--- src/rtl/axi_lite_bus_arbiter_pkg.sv ---
// Shared state encoding and AXI response codes for the IFU/LSU AXI4-Lite arbiter.
// Declarations only: no latency, no backpressure.
package axi_lite_bus_arbiter_pkg;

    typedef enum logic [1:0] {
        IDLE = 2'd0,
        RD0  = 2'd1,
        RD1  = 2'd2,
        WR1  = 2'd3
    } arb_state_t;

    localparam logic [1:0] RESP_OKAY   = 2'b00;
    localparam logic [1:0] RESP_SLVERR = 2'b10;
    localparam logic [1:0] RESP_DECERR = 2'b11;

endpackage

--- src/rtl/axi_lite_rd_mux.sv ---
// Combinational 2:1 AR/R channel mux; sel=1 routes m1, sel=0 routes m0, en=0 idles everything.
// Zero latency; readies/valids pass straight through, so backpressure is the far side's.
module axi_lite_rd_mux
    import axi_lite_bus_arbiter_pkg::*;
#(
    parameter int ADDR_W = 32,
    parameter int DATA_W = 32
) (
    input  logic              en,
    input  logic              sel,
    input  logic [ADDR_W-1:0] m0_araddr,
    input  logic              m0_arvalid,
    output logic              m0_arready,
    output logic [DATA_W-1:0] m0_rdata,
    output logic [1:0]        m0_rresp,
    output logic              m0_rvalid,
    input  logic              m0_rready,
    input  logic [ADDR_W-1:0] m1_araddr,
    input  logic              m1_arvalid,
    output logic              m1_arready,
    output logic [DATA_W-1:0] m1_rdata,
    output logic [1:0]        m1_rresp,
    output logic              m1_rvalid,
    input  logic              m1_rready,
    output logic [ADDR_W-1:0] s_araddr,
    output logic              s_arvalid,
    input  logic              s_arready,
    input  logic [DATA_W-1:0] s_rdata,
    input  logic [1:0]        s_rresp,
    input  logic              s_rvalid,
    output logic              s_rready
);

    always_comb begin
        s_araddr   = '0;
        s_arvalid  = 1'b0;
        s_rready   = 1'b0;
        m0_arready = 1'b0;
        m0_rdata   = '0;
        m0_rresp   = RESP_OKAY;
        m0_rvalid  = 1'b0;
        m1_arready = 1'b0;
        m1_rdata   = '0;
        m1_rresp   = RESP_OKAY;
        m1_rvalid  = 1'b0;
        if (en) begin
            if (sel) begin
                s_araddr   = m1_araddr;
                s_arvalid  = m1_arvalid;
                s_rready   = m1_rready;
                m1_arready = s_arready;
                m1_rdata   = s_rdata;
                m1_rresp   = s_rresp;
                m1_rvalid  = s_rvalid;
            end else begin
                s_araddr   = m0_araddr;
                s_arvalid  = m0_arvalid;
                s_rready   = m0_rready;
                m0_arready = s_arready;
                m0_rdata   = s_rdata;
                m0_rresp   = s_rresp;
                m0_rvalid  = s_rvalid;
            end
        end
    end

endmodule

--- src/rtl/axi_lite_bus_arbiter.sv ---
// Shares one AXI4-Lite slave between IFU (m0, read) and LSU (m1, read/write), one transaction at a time;
// grant one cycle after request, held until the response handshake; ARB_RR_EN selects round-robin reads.
module axi_lite_bus_arbiter
    import axi_lite_bus_arbiter_pkg::*;
#(
    parameter int ADDR_W = 32,
    parameter int DATA_W = 32
) (
    input  logic                clock,
    input  logic                reset,
    input  logic [ADDR_W-1:0]   m0_araddr,
    input  logic                m0_arvalid,
    output logic                m0_arready,
    output logic [DATA_W-1:0]   m0_rdata,
    output logic [1:0]          m0_rresp,
    output logic                m0_rvalid,
    input  logic                m0_rready,
    input  logic [ADDR_W-1:0]   m1_araddr,
    input  logic                m1_arvalid,
    output logic                m1_arready,
    output logic [DATA_W-1:0]   m1_rdata,
    output logic [1:0]          m1_rresp,
    output logic                m1_rvalid,
    input  logic                m1_rready,
    input  logic [ADDR_W-1:0]   m1_awaddr,
    input  logic                m1_awvalid,
    output logic                m1_awready,
    input  logic [DATA_W-1:0]   m1_wdata,
    input  logic [DATA_W/8-1:0] m1_wstrb,
    input  logic                m1_wvalid,
    output logic                m1_wready,
    output logic [1:0]          m1_bresp,
    output logic                m1_bvalid,
    input  logic                m1_bready,
    output logic [ADDR_W-1:0]   s_araddr,
    output logic                s_arvalid,
    input  logic                s_arready,
    input  logic [DATA_W-1:0]   s_rdata,
    input  logic [1:0]          s_rresp,
    input  logic                s_rvalid,
    output logic                s_rready,
    output logic [ADDR_W-1:0]   s_awaddr,
    output logic                s_awvalid,
    input  logic                s_awready,
    output logic [DATA_W-1:0]   s_wdata,
    output logic [DATA_W/8-1:0] s_wstrb,
    output logic                s_wvalid,
    input  logic                s_wready,
    input  logic [1:0]          s_bresp,
    input  logic                s_bvalid,
    output logic                s_bready,
    output logic                busy
);

    arb_state_t state_q, state_d;
    logic       aw_done_q, aw_done_d;
    logic       w_done_q, w_done_d;
    arb_state_t tie_rd;
    logic       wr_act;

`ifdef ARB_RR_EN
    logic last_rd_q;  // 1 = m1 got the last read grant
    assign tie_rd = last_rd_q ? RD0 : RD1;
`else
    assign tie_rd = RD1;
`endif

    always_ff @(posedge clock or negedge reset) begin
        if (!reset) begin
            state_q   <= IDLE;
            aw_done_q <= 1'b0;
            w_done_q  <= 1'b0;
        end else begin
            state_q   <= state_d;
            aw_done_q <= aw_done_d;
            w_done_q  <= w_done_d;
        end
    end

`ifdef ARB_RR_EN
    always_ff @(posedge clock or negedge reset) begin
        if (!reset) begin
            last_rd_q <= 1'b1;
        end else if (state_q == IDLE && (state_d == RD0 || state_d == RD1)) begin
            last_rd_q <= (state_d == RD1);
        end
    end
`endif

    always_comb begin
        state_d   = state_q;
        aw_done_d = aw_done_q;
        w_done_d  = w_done_q;
        case (state_q)
            IDLE: begin
                if (m1_awvalid)                    state_d = WR1;
                else if (m1_arvalid && m0_arvalid) state_d = tie_rd;
                else if (m1_arvalid)               state_d = RD1;
                else if (m0_arvalid)               state_d = RD0;
            end
            RD0, RD1: begin
                if (s_rvalid && s_rready) state_d = IDLE;
            end
            WR1: begin
                if (s_awvalid && s_awready) aw_done_d = 1'b1;
                if (s_wvalid && s_wready)   w_done_d  = 1'b1;
                // B ends the write even if the slave answered early
                if (s_bvalid && s_bready) begin
                    state_d   = IDLE;
                    aw_done_d = 1'b0;
                    w_done_d  = 1'b0;
                end
            end
            default: state_d = IDLE;
        endcase
    end

    axi_lite_rd_mux #(
        .ADDR_W (ADDR_W),
        .DATA_W (DATA_W)
    ) u_rd_mux (
        .en         (state_q == RD0 || state_q == RD1),
        .sel        (state_q == RD1),
        .m0_araddr  (m0_araddr),
        .m0_arvalid (m0_arvalid),
        .m0_arready (m0_arready),
        .m0_rdata   (m0_rdata),
        .m0_rresp   (m0_rresp),
        .m0_rvalid  (m0_rvalid),
        .m0_rready  (m0_rready),
        .m1_araddr  (m1_araddr),
        .m1_arvalid (m1_arvalid),
        .m1_arready (m1_arready),
        .m1_rdata   (m1_rdata),
        .m1_rresp   (m1_rresp),
        .m1_rvalid  (m1_rvalid),
        .m1_rready  (m1_rready),
        .s_araddr   (s_araddr),
        .s_arvalid  (s_arvalid),
        .s_arready  (s_arready),
        .s_rdata    (s_rdata),
        .s_rresp    (s_rresp),
        .s_rvalid   (s_rvalid),
        .s_rready   (s_rready)
    );

    assign wr_act     = (state_q == WR1);
    assign s_awaddr   = wr_act ? m1_awaddr : '0;
    assign s_awvalid  = wr_act && !aw_done_q && m1_awvalid;
    assign m1_awready = wr_act && !aw_done_q && s_awready;
    assign s_wdata    = wr_act ? m1_wdata : '0;
    assign s_wstrb    = wr_act ? m1_wstrb : '0;
    assign s_wvalid   = wr_act && !w_done_q && m1_wvalid;
    assign m1_wready  = wr_act && !w_done_q && s_wready;
    assign s_bready   = wr_act && m1_bready;
    assign m1_bvalid  = wr_act && s_bvalid;
    assign m1_bresp   = wr_act ? s_bresp : RESP_OKAY;
    assign busy       = (state_q != IDLE);

endmodule

--- config.mk ---
export PLATFORM = sky130hd
export DESIGN_NAME = axi_lite_bus_arbiter
export DESIGN_NICKNAME = d
export VERILOG_FILES = /design/src/rtl/axi_lite_bus_arbiter_pkg.sv /design/src/rtl/axi_lite_rd_mux.sv /design/src/rtl/axi_lite_bus_arbiter.sv
export SDC_FILE = /design/constraint.sdc
export NUM_CORES = 1
export LEC_CHECK = 0
export ABC_CLOCK_PERIOD_IN_PS = 3200
export BUFFER_PORTS_ARGS = -buffer_cell sky130_fd_sc_hd__buf_2
export CORE_AREA = 4 4 140 142
export CTS_CLUSTER_SIZE = 12
export DETAILED_ROUTE_END_ITERATION = 10
export DIE_AREA = 0 0 144 146
export GPL_ROUTABILITY_DRIVEN = 0
export HOLD_SLACK_MARGIN = 0.05
export PLACE_DENSITY_LB_ADDON = 0.05
export SYNTH_ARGS = -nofsm -noshare
export SYNTH_HDL_FRONTEND = slang
export SYNTH_SLANG_ARGS = --single-unit
--- constraint.sdc ---
create_clock -name clock -period 3.2 [get_ports clock]
set_clock_uncertainty 0.15 [all_clocks]
set_input_delay 0.16 -clock clock [delete_from_list [all_inputs] [get_ports clock]]
set_output_delay 0.16 -clock clock [all_outputs]
set_load 0.03 [all_outputs]
==> qor.csv, run 1 <==
metric,value,unit
status,"complete, no violations",
routed_wl,10830,um
worstSetupPathDepth,5,
final-setup-viol-count,0,
cts-root-buf,clkbuf_16,
critPathMaxStageDelay,0.86,ns
avgSynthCellArea,6.898,um2
track_usage,9.074,%
critPathLaunchType,flip-flop,
synth_top_area_share,49.25,%
maxSlewHeadroom,29.18,%
cp-endpoint,m0_rdata[23],
clkTransAtPathRegs,0.03,ns
crit_family,simple AND/OR/NAND/NOR gates,
htreeDepth,1,
clock_sinks,4,
hold_violations,0,
final_util,21.69,%
yosys_warnings,0,
antenna_found_initial,0,
cp-end-kind,primary output,
max_freq,386.6,MHz
slew_violations,0,
critPathLaunch,state_q[0]$_DFFE_PN0P_,
grt_pass1_wl,15060,um
synthDistinctLibCells,20,
ff2ff_path_depth,7,
num_antenna_cells,0,
fin_tns_setup,0,ns
ant_nets,0,
drcViolationCount,0,
fin_nets,805,
core_area,18460,um2
clockBufferDepth,2,
seq_area_frac_synth,5.435,%
crit_chain,inv_1 > ha_2 > nor2b_2 > and2_1 > buf_2,
dr.pass1.iters,4,
peakVddDrop,268.9,uV
post-dp-hpwl,9721,um
row_count,50,
worstMarginPinSlew,1.057,ns
portBuffers,364,
rsz0062_at_grt,no,
p_per_area,957.1,nW/um2
fp.dieW,144,um
boundaryPins,365,
grt-ovfl-total,0,
cts_tree,yes,
power_leakage,2.508,nW
ys_top_cells_by_count,"145 x and2_1, 35 x nor2b_1, 34 x mux2i_1",
synth.top_cells.by_area,"and2_1 49%, mux2i_1 18%, nor2b_1 12%, dfrtp_1 5.4%, clkbuf_1 3.9%",
reg2reg_to,state_q[0]$_DFFE_PN0P_,
worstPathRequired,2.89,ns
finalCriticalPeriod,2.586,ns
drv_cap,0,
async_flop_share,100.0,%
drive_gt1_share,60.84,%
areaGrowthSynthToFinish,117.3,%
ys_ff_latch,4,
path_buf_inv,2,
rrSetupSlack,0.84,ns
synth-edff-count,0,
rr_startpoint,state_q[0]$_DFFE_PN0P_,
cts-resized-gates,0,
synthFlopType,dfrtp_1,
cp.arrival,2.28,ns
via_per_inst,3.580,
drt_iter0_markers,19,
synth.net_count,452,
grt_pass1_vias,2989,
synth_area,1842,um2
clk_latency,0.22,ns
via_count,3050,
post-route-period-util,80.83,%
numCtsBuffers,3,
die_h,146,um
hold_path.class,in -> reg,
synth_cells,267,
whs,0.09933,ns
start_util,9.980,%
grt_max_degree,46,
yosys.area.top_type,and2_1,
critPathKind,reg -> out,
critical_path.slowest_cell,nor2b_2,
cp_max_fo,36,
dieArea,21020,um2
wl_per_cell,12.71,um
synth_most_common_cell,and2_1,
[cell usage in the layout, fill, tap and decap left out]
master / count
inv_1: 4
and3b_1: 4
mux2i_1: 34
nor2b_1: 34
nor2b_2: 1
o32ai_1: 1
ha_2: 2
nor2_1: 2
a222oi_1: 1
a221o_1: 1
o21ai_0: 1
buf_2: 364
mux2_2: 1
nand2_1: 2
ha_1: 1
buf_4: 5
dlygate4sd3_1: 2
clkbuf_16: 3
a31oi_1: 1
dfrtp_1: 4
a21oi_1: 4
and2_1: 145
o31ai_1: 1
[sequential cells by signal, indices dropped and copies added (netlist names)]
register and cells:
aw_done_q 1, state_q 2, w_done_q 1
[worst register-to-register path: cells and delay by family (launching register included)]
kind	cells	cell delay [ns]
flip-flops	1	0.37
buffers and inverters	2	0.50
AND/OR/NAND/NOR	1	0.06
AO/OA/AOI/OAI	2	0.47
adder cells (fa/ha/maj)	1	0.44
multiplexers	1	0.23
[worst min-delay path by stage]
stage	cells after the start	start	end
6_report	3	m1_wvalid	w_done_q$_DFFE_PN0P_
5_1_grt	3	m1_wvalid	w_done_q$_DFFE_PN0P_
4_1_cts	3	m1_wvalid	w_done_q$_DFFE_PN0P_
3_5_place_dp	1	reset	w_done_q$_DFFE_PN0P_
3_3_place_gp	1	reset	w_done_q$_DFFE_PN0P_
2_1_floorplan	0	reset	aw_done_q$_DFFE_PN0P_
[timing repair]
item | 4_1_cts | 5_1_grt
hold endpoints to repair | 6 | 0
hold buffers | 2 | 0
buffers inserted | 0 | 0
[routing by layer]
layer  GRT usage [%]  up-vias  wire [um]
li1                -     1541          -
met1           7.783     1282       3358
met2           19.30      221       5987
met3           2.958        6       1348
met4           2.024        0        136
met5               0        -          0
[where the power goes]
part / switching [mW] / leakage (nW) / internal [mW]
sequential: 0.0184 / 0.0499 / 0.0754
combinational: 2.40 / 2.42 / 1.14
clock: 0.0309 / 0.0370 / 0.159
total: 2.45 / 2.51 / 1.38
[kinds of logic after synthesis]
| logic type | count (synthesis) | synth area share [%] |
|---|---|---|
| AND/OR/NAND/NOR | 188 | 63.86 |
| multiplexers | 35 | 19.09 |
| buffers and inverters | 27 | 5.910 |
| AO/OA/AOI/OAI | 10 | 3.669 |
| flip-flops | 4 | 5.435 |
| adder cells (fa/ha/maj) | 3 | 2.038 |
[cell type report]
type	count	area [um2]
Clock buffer	3	75.07
Fill cell	2125	14450
Inverter	4	15.01
Multi-Input combinational cell	236	1640
Sequential cell	4	100.1
Tap cell	234	292.8
Timing Repair Buffer	371	1879
[stage by stage]
stage | setup slack, ns | std cells | power [mW] | instance area (um2)
after CTS | 0.5143 | 852 | 3.912 | 4003
after floorplan | 1.294 | 267 | 2.669 | 1842
after detailed placement | 0.7625 | 847 | 3.711 | 3908
after global placement | 0.7700 | 847 | 3.733 | 3908
after global routing | 0.3240 | 852 | 4.125 | 4003
final | 0.6135 | 852 | 3.831 | 4003
Note: power is estimated with default switching activity, not from simulation.
==> run 2: changes to the inputs <==
--- a/config.mk
+++ b/config.mk
@@ -5,12 +5,13 @@
 export SDC_FILE = /design/constraint.sdc
 export NUM_CORES = 1
 export LEC_CHECK = 0
-export ABC_CLOCK_PERIOD_IN_PS = 3200
+export ABC_AREA = 1
+export ABC_CLOCK_PERIOD_IN_PS = 2350
 export BUFFER_PORTS_ARGS = -buffer_cell sky130_fd_sc_hd__buf_2
-export CORE_AREA = 4 4 140 142
+export CORE_AREA = 4 4 138 140
 export CTS_CLUSTER_SIZE = 12
 export DETAILED_ROUTE_END_ITERATION = 10
-export DIE_AREA = 0 0 144 146
+export DIE_AREA = 0 0 142 144
 export GPL_ROUTABILITY_DRIVEN = 0
 export HOLD_SLACK_MARGIN = 0.05
 export PLACE_DENSITY_LB_ADDON = 0.05
==> constraint.sdc (replaced) <==
create_clock -name clock -period 2.35 [get_ports clock]
set_clock_uncertainty 0.15 [all_clocks]
set_input_delay 0.1175 -clock clock [delete_from_list [all_inputs] [get_ports clock]]
set_output_delay 0.1175 -clock clock [all_outputs]
set_load 0.03 [all_outputs]
==> run 2 against run 1 <==
  * Sequential share of layout area shrank 0.069 points
  * Via count grew 21%
  * Synthesized cell count grew 73%
  * Routed wire length grew 19%
  * Die area shrank 2.7%
  * Sequential cell count is the same
  * Clock power grew 38%
  * Critical endpoint is now s_araddr[8]
  * Combinational power grew 40%
==> qor.csv, run 2 <==
metric,value,unit,change
fp.dieW,142,um,-1.4%
layout_commonest_cell,buf_2,,
ys_top_cells_by_count,"154 x inv_1, 123 x nand2_1, 104 x nor2_1",,
cp_max_fo,27,,-25%
power_frac_clock,4.9,%,about the same
synth_fa_ha_area_share,1.910,%,-0.13 points
synth_most_common_cell,inv_1,,
worstMarginPinSlew,0.3889,ns,-0.6685 ns
critPathLaunchType,flip-flop,,
drive_gt1_share,46.80,%,-14 points
power_frac_seq,2.4,%,about the same
ys_ff_latch,4,,unchanged
start_util,11.02,%,+1.0 points
via_per_inst,3.536,,-1.2%
row_count,49,,-2.0%
timing.final.ws_setup,0.2071,ns,-0.4064 ns
clk_latency,0.22,ns,about the same
portBuffers,364,,unchanged
power_frac_comb,92.7,%,about the same
synthDistinctLibCells,19,,-5.0%
cts-resized-gates,0,,unchanged
core_area,17840,um2,-3.3%
track_usage,11.41,%,+2.3 points
final-setup-viol-count,0,,unchanged
antenna_found_initial,2,,+2
synth_top_area_share,29.41,%,-20 points
clock_sinks,4,,unchanged
routed_wl,12840,um,+19%
synth-simple-area-share,46.21,%,-18 points
via_count,3688,,+21%
p_int,1.604,mW,+17%
rrSetupSlack,0.71,ns,-0.13 ns
ant_nets,0,,unchanged
finalCriticalPeriod,2.143,ns,
synth.net_count,647,,+43%
synth-edff-count,0,,unchanged
rsz0062_at_grt,no,,
cts_tree,yes,,
rr_startpoint,state_q[0]$_DFFE_PN0P_,,
numCtsBuffers,3,,unchanged
avgSynthCellArea,4.255,um2,-38%
synth-compound-area-share,9.675,%,+6.0 points
peakVddDrop,513.7,uV,+91%
drt_iter0_markers,116,,+97
slew_violations,0,,unchanged
synthFlopType,dfrtp_1,,
status,"complete, no violations",,
synth_top_family_by_area,simple AND/OR/NAND/NOR gates,,
yosys.area.top_type,inv_1,,
cp-end-kind,primary output,,
drcViolationCount,0,,unchanged
reg2reg_to,state_q[1]$_DFFE_PN0P_,,
switchingPower,3.745,mW,+53%
cp.arrival,1.88,ns,-0.40 ns
clockBufferDepth,2,,unchanged
holdPathStages,5,,+2
seq_area_frac_synth,5.092,%,-0.34 points
min_to,w_done_q$_DFFE_PN0P_,,
areaGrowthSynthToFinish,109.4,%,
worstPathRequired,2.08,ns,-0.81 ns
post_cts.repair.setup_buffers,0,,unchanged
async_flop_share,100.0,%,unchanged
yosys_warnings,0,,unchanged
nFillCells,2163,,+1.8%
p_per_area,1300,nW/um2,+36%
power_leakage,3.528,nW,+41%
maxSlewHeadroom,74.07,%,+45 points
dieArea,20450,um2,-2.7%
htreeDepth,1,,unchanged
grt_pass1_vias,3682,,+23%
ff2ff_path_depth,9,,+2
dp_slack,0.4042,ns,-0.3583 ns
top_register,state_q,,
top_regs,"state_q (2), aw_done_q (1), w_done_q (1)",,
fin_tns_setup,0,ns,unchanged
layout_common_cells,"364 x buf_2, 154 x inv_1, 123 x nand2_1",,
synth_cells,462,,+73%
critPathKind,reg -> out,,
post-route-period-util,91.19,%,
die_h,144,um,-1.4%
max_freq,466.7,MHz,
drv_cap,0,,unchanged
wl_per_cell,12.31,um,-3.2%
synth-xor-area-share,0,%,unchanged
fin_nets,999,,+24%
grt_max_degree,74,,+61%
synth_area,1966,um2,+6.7%
grt_pass1_wl,18680,um,+24%
netSwitchingFraction,70.01,%,+5.9 points
largest_register_ffs,2,,unchanged
boundaryPins,365,,unchanged
post-dp-hpwl,11490,um,+18%
cts-root-buf,clkbuf_16,,
hold_start,m1_wvalid,,
hold_path.class,in -> reg,,
dr.pass1.iters,4,,unchanged
grt-ovfl-total,0,,unchanged
hold_violations,0,,unchanged
clkTransAtPathRegs,0.03,ns,about the same
synth.top_cells.by_area,"inv_1 29%, nand2_1 23%, nor2_1 20%, o21ai_0 8.1%, dfrtp_1 5.1%",,
synthMuxAreaShare,0,%,-19 points
[run 2: cell types whose count changed in the layout (fill, tap and decap cells not counted), moves of 31 or more]
cell,change
and2_1,-145
inv_1,+150
mux2i_1,-34
nand2_1,+121
nor2_1,+102
nor2b_1,-34
o21ai_0,+31
[run 2: layout make-up]
| cell class | count | area [um2] | share of cell area (%) |
|---|---|---|---|
| Antenna cell | 2 | 5.005 | 0.1216 |
| Clock buffer | 3 | 75.07 | 1.824 |
| Inverter | 155 | 586.8 | 14.26 |
| Multi-Input combinational cell | 277 | 1141 | 27.72 |
| Sequential cell | 4 | 100.1 | 2.432 |
| Tap cell | 229 | 286.5 | 6.960 |
| Timing Repair Buffer | 373 | 1922 | 46.69 |
[run 2: layer usage]
layer	part of all wire (%)	track usage, %	wire, um	vias up
met5	0.055	0	7	-
met4	1.6	2.172	202	2
met3	9.3	3.241	1188	14
met2	56	24.05	7230	204
met1	33	10.78	4209	1513
li1	-	-	-	1955
[run 2: what timing repair did]
item,CTS,global route
endpoints found under the hold margin,6,0
hold buffers,3,0
setup endpoints to repair,0,0
[run 2: worst max-delay path by stage]
| stage | depth (start not counted) | slack (ns) | end | start |
|---|---|---|---|---|
| after floorplan | 6 | 0.55 | s_araddr[0] | state_q[1]$_DFFE_PN0P_ |
| after global placement | 6 | 0.43 | s_araddr[20] | state_q[1]$_DFFE_PN0P_ |
| after detailed placement | 6 | 0.40 | s_araddr[8] | state_q[1]$_DFFE_PN0P_ |
| after CTS | 6 | 0.16 | s_araddr[8] | state_q[1]$_DFFE_PN0P_ |
| after global routing | 6 | 0.009 | s_araddr[11] | state_q[0]$_DFFE_PN0P_ |
| final | 6 | 0.21 | s_araddr[8] | state_q[1]$_DFFE_PN0P_ |
[run 2: worst max-delay path, stage by stage, from the launching register on]
cell and delay (ns):
dfrtp_1 0.38, inv_1 0.06, ha_1 0.47, buf_4 0.30
o21ai_0 0.13, nor2_1 0.10, buf_2 0.20
[run 2: power by group through the flow]
stage / combinational [mW] / clock, mW / sequential (mW)
after CTS: 5.07 / 0.271 / 0.127
after global placement: 5.11 / 0 / 0.127
after global routing: 5.43 / 0.275 / 0.132
after detailed placement: 5.05 / 0 / 0.128
final: 4.96 / 0.262 / 0.127
after floorplan: 3.53 / 0 / 0.123
[run 2: cell families after synthesis]
| logic type | count (synthesis) |
|---|---|
| simple gates | 236 |
| buf+inv | 181 |
| compound gates | 38 |
| flops | 4 |
| fa+ha+maj | 3 |
[run 2: through the flow]
stage | total power, mW | hold slack (ns) | util (%) | std cells | cell area, um2
2_1_floorplan | 3.657 | -0.3281 | - | 462 | 1966
3_3_place_gp | 5.235 | -0.2118 | 22.46 | 1035 | 4006
3_5_place_dp | 5.178 | -0.2114 | 22.46 | 1035 | 4006
4_1_cts | 5.468 | 0.09764 | 23.05 | 1041 | 4111
5_1_grt | 5.834 | 0.1274 | 23.06 | 1042 | 4114
6_report | 5.350 | 0.1038 | 23.07 | 1043 | 4116
==> run 3: changes to the inputs <==
--- a/config.mk
+++ b/config.mk
@@ -14,7 +14,7 @@
 export DIE_AREA = 0 0 142 144
 export GPL_ROUTABILITY_DRIVEN = 0
 export HOLD_SLACK_MARGIN = 0.05
-export PLACE_DENSITY_LB_ADDON = 0.05
+export PLACE_DENSITY_LB_ADDON = 0.3
 export SYNTH_ARGS = -nofsm -noshare
 export SYNTH_HDL_FRONTEND = slang
 export SYNTH_SLANG_ARGS = --single-unit
==> constraint.sdc (replaced) <==
create_clock -name clock -period 2.35 [get_ports clock]
set_clock_uncertainty 0.15 [all_clocks]
set_input_delay 0.47 -clock clock [delete_from_list [all_inputs] [get_ports clock]]
set_output_delay 0.47 -clock clock [all_outputs]
set_load 0.03 [all_outputs]
==> run 3 against run 2 <==
  * Worst hold slack gained 0.26 ns
  * Sequential power grew 7%
  * Power grew 18%
  * Sequential share of layout area shrank 0.15 points
  * Die area is the same
  * Global-route usage shrank 1.3 points
  * Final cell count grew 0.19%
  * Sequential cell count is the same
  * Largest cell class unchanged
  * Largest power group unchanged
==> qor.csv, run 3 (synthesis gave the netlist of run 2 again) <==
metric,value,unit,change
nFillCells,2080,,-3.8%
largest_register_ffs,2,,unchanged
place_area,4051,um2,+1.1%
post-dp-hpwl,10240,um,-11%
top_register,state_q,,
design_area,4451,um2,+8.1%
drive_gt1_share,49.63,%,+2.8 points
cp-end-kind,primary output,,
via_count,3663,,-0.68%
slew_violations,0,,unchanged
maxSlewHeadroom,79.69,%,+5.6 points
antenna_found_initial,0,,-2
grt_max_degree,75,,+1.4%
clock_sinks,4,,unchanged
max_freq,435.0,MHz,-6.8%
final-setup-viol-count,0,,unchanged
clockBufferDepth,2,,unchanged
post-route-period-util,97.82,%,+6.6 points
via_per_inst,3.505,,-0.87%
top_regs,"state_q (2), aw_done_q (1), w_done_q (1)",,
drcViolationCount,0,,unchanged
worstMarginPinSlew,0.3047,ns,-0.08422 ns
boundaryPins,365,,unchanged
cp_max_fo,18,,-33%
grt-ovfl-total,0,,unchanged
htreeDepth,1,,unchanged
critPathMaxStageDelay,0.37,ns,-0.10 ns
track_usage,10.15,%,-1.3 points
cts_tree,yes,,
fin_tns_setup,0,ns,unchanged
p_per_area,1414,nW/um2,+8.8%
numCtsBuffers,3,,unchanged
hold_violations,0,,unchanged
clk_latency,0.22,ns,about the same
die_h,144,um,unchanged
fin_nets,1003,,+0.40%
hold_path.class,in -> reg,,
multi_input_comb_area,1211,um2,+6.1%
critical_path.slowest_cell,dfrtp_1,,
rr_startpoint,state_q[1]$_DFFE_PN0P_,,
crit_family,buffers and inverters,,
grt_pass1_vias,3420,,-7.1%
critPathLaunchType,flip-flop,,
row_count,49,,unchanged
crit_path_frequent_cell,buf_12,,
drt_iter0_markers,104,,-10%
ant_nets,0,,unchanged
core_area,17840,um2,unchanged
routed_wl,12400,um,-3.4%
status,"complete, no violations",,
grt_pass1_wl,16950,um,-9.3%
drv_cap,0,,unchanged
worstPathRequired,1.73,ns,-0.35 ns
hold_start,s_wready,,
dr.pass1.iters,4,,unchanged
dieArea,20450,um2,unchanged
num_antenna_cells,0,,-2
path_buf_inv,4,,+1
rrSetupSlack,0.46,ns,-0.25 ns
start_util,11.02,%,unchanged
layout_common_cells,"310 x buf_2, 152 x inv_1, 123 x nand2_1",,
peakVddDrop,703.7,uV,+37%
clkTransAtPathRegs,0.03,ns,about the same
portBuffers,364,,unchanged
cts-root-buf,clkbuf_16,,
rsz0062_at_grt,yes,,
regArea,101.3,um2,+1.2%
critPathKind,reg -> out,,
crit_chain,inv_2 > ha_4 > buf_12 > nand2_4 > buf_12 > nor2_1 > buf_4,,
critPathLaunch,state_q[0]$_DFFE_PN0P_,,
layout_commonest_cell,buf_2,,
power_leakage,3.606,nW,+2.2%
fp.dieW,142,um,unchanged
wl_per_cell,11.87,um,-3.6%
finalCriticalPeriod,2.299,ns,+0.1559 ns
areaGrowthSynthToFinish,126.4,%,
cp.arrival,1.68,ns,-0.20 ns
==> run 3: timing repair <==
item / 4_1_cts / 5_1_grt
endpoints found under the hold margin: 4 / 0
hold buffers: 1 / 0
buffers inserted: 0 / 2
gates resized for setup: 10 / 115
cloned: 1 / 2
setup endpoints to repair: 36 / 70
==> run 3: path summary, 6_finish.rpt <==
kind                                           to  depth (start not counted)
max reg2reg                state_q[0]$_DFFE_PN0P_                          9
min                          w_done_q$_DFFE_PN0P_                          3
min in group asynchronous  state_q[0]$_DFFE_PN0P_                          2
max                                   m0_rdata[8]                          7
min reg2reg                state_q[0]$_DFFE_PN0P_                          2
max in group asynchronous  state_q[1]$_DFFE_PN0P_                          2
==> run 3: cell type report <==
type                    instances  area share [%]
repair buffers                377           49.20
multi-input cells             277           27.21
inverters                     155           13.19
well taps                     229           6.438
flip-flops and latches          4           2.277
clock buffers                   3           1.687
==> run 3: per-stage QoR <==
step	setup WS, ns	util (%)	power [mW]	cells	hold WS, ns
2_1_floorplan	0.2014	-	3.657	462	0.02441
3_3_place_gp	0.2421	22.71	5.235	1036	0.1440
3_5_place_dp	0.2218	22.71	5.227	1036	0.1449
4_1_cts	-0.01865	23.55	5.751	1041	0.3616
5_1_grt	-0.06052	24.95	6.759	1045	0.3829
6_report	0.05121	24.95	6.294	1045	0.3647
==> run 3: where the power goes <==
part | total [mW] | switching, mW | leakage (nW) | internal (mW)
combinational | 5.90 | 3.89 | 3.52 | 2.00
clock | 0.264 | 0.0463 | 0.0370 | 0.217
sequential | 0.136 | 0.0300 | 0.0477 | 0.106
total | 6.29 | 3.97 | 3.61 | 2.33
==> run 3: tightest hold or removal path, delay by kind of cell <==
kind                   cells  cell delay, ns
AOI/OAI and AO/OA          1            0.05
buffers and inverters      1            0.11
and+or+nand+nor            1            0.06
==> run 3: metal layers <==
metal | vias up | part of all wire [%] | wire, um | GRT usage (%)
met2 | 194 | 53 | 6605 | 20.75
met4 | 0 | 1.1 | 142 | 0.9596
met3 | 8 | 9.0 | 1122 | 2.646
met5 | - | 0 | 0 | 0
met1 | 1499 | 37 | 4530 | 10.64
li1 | 1962 | - | - | -
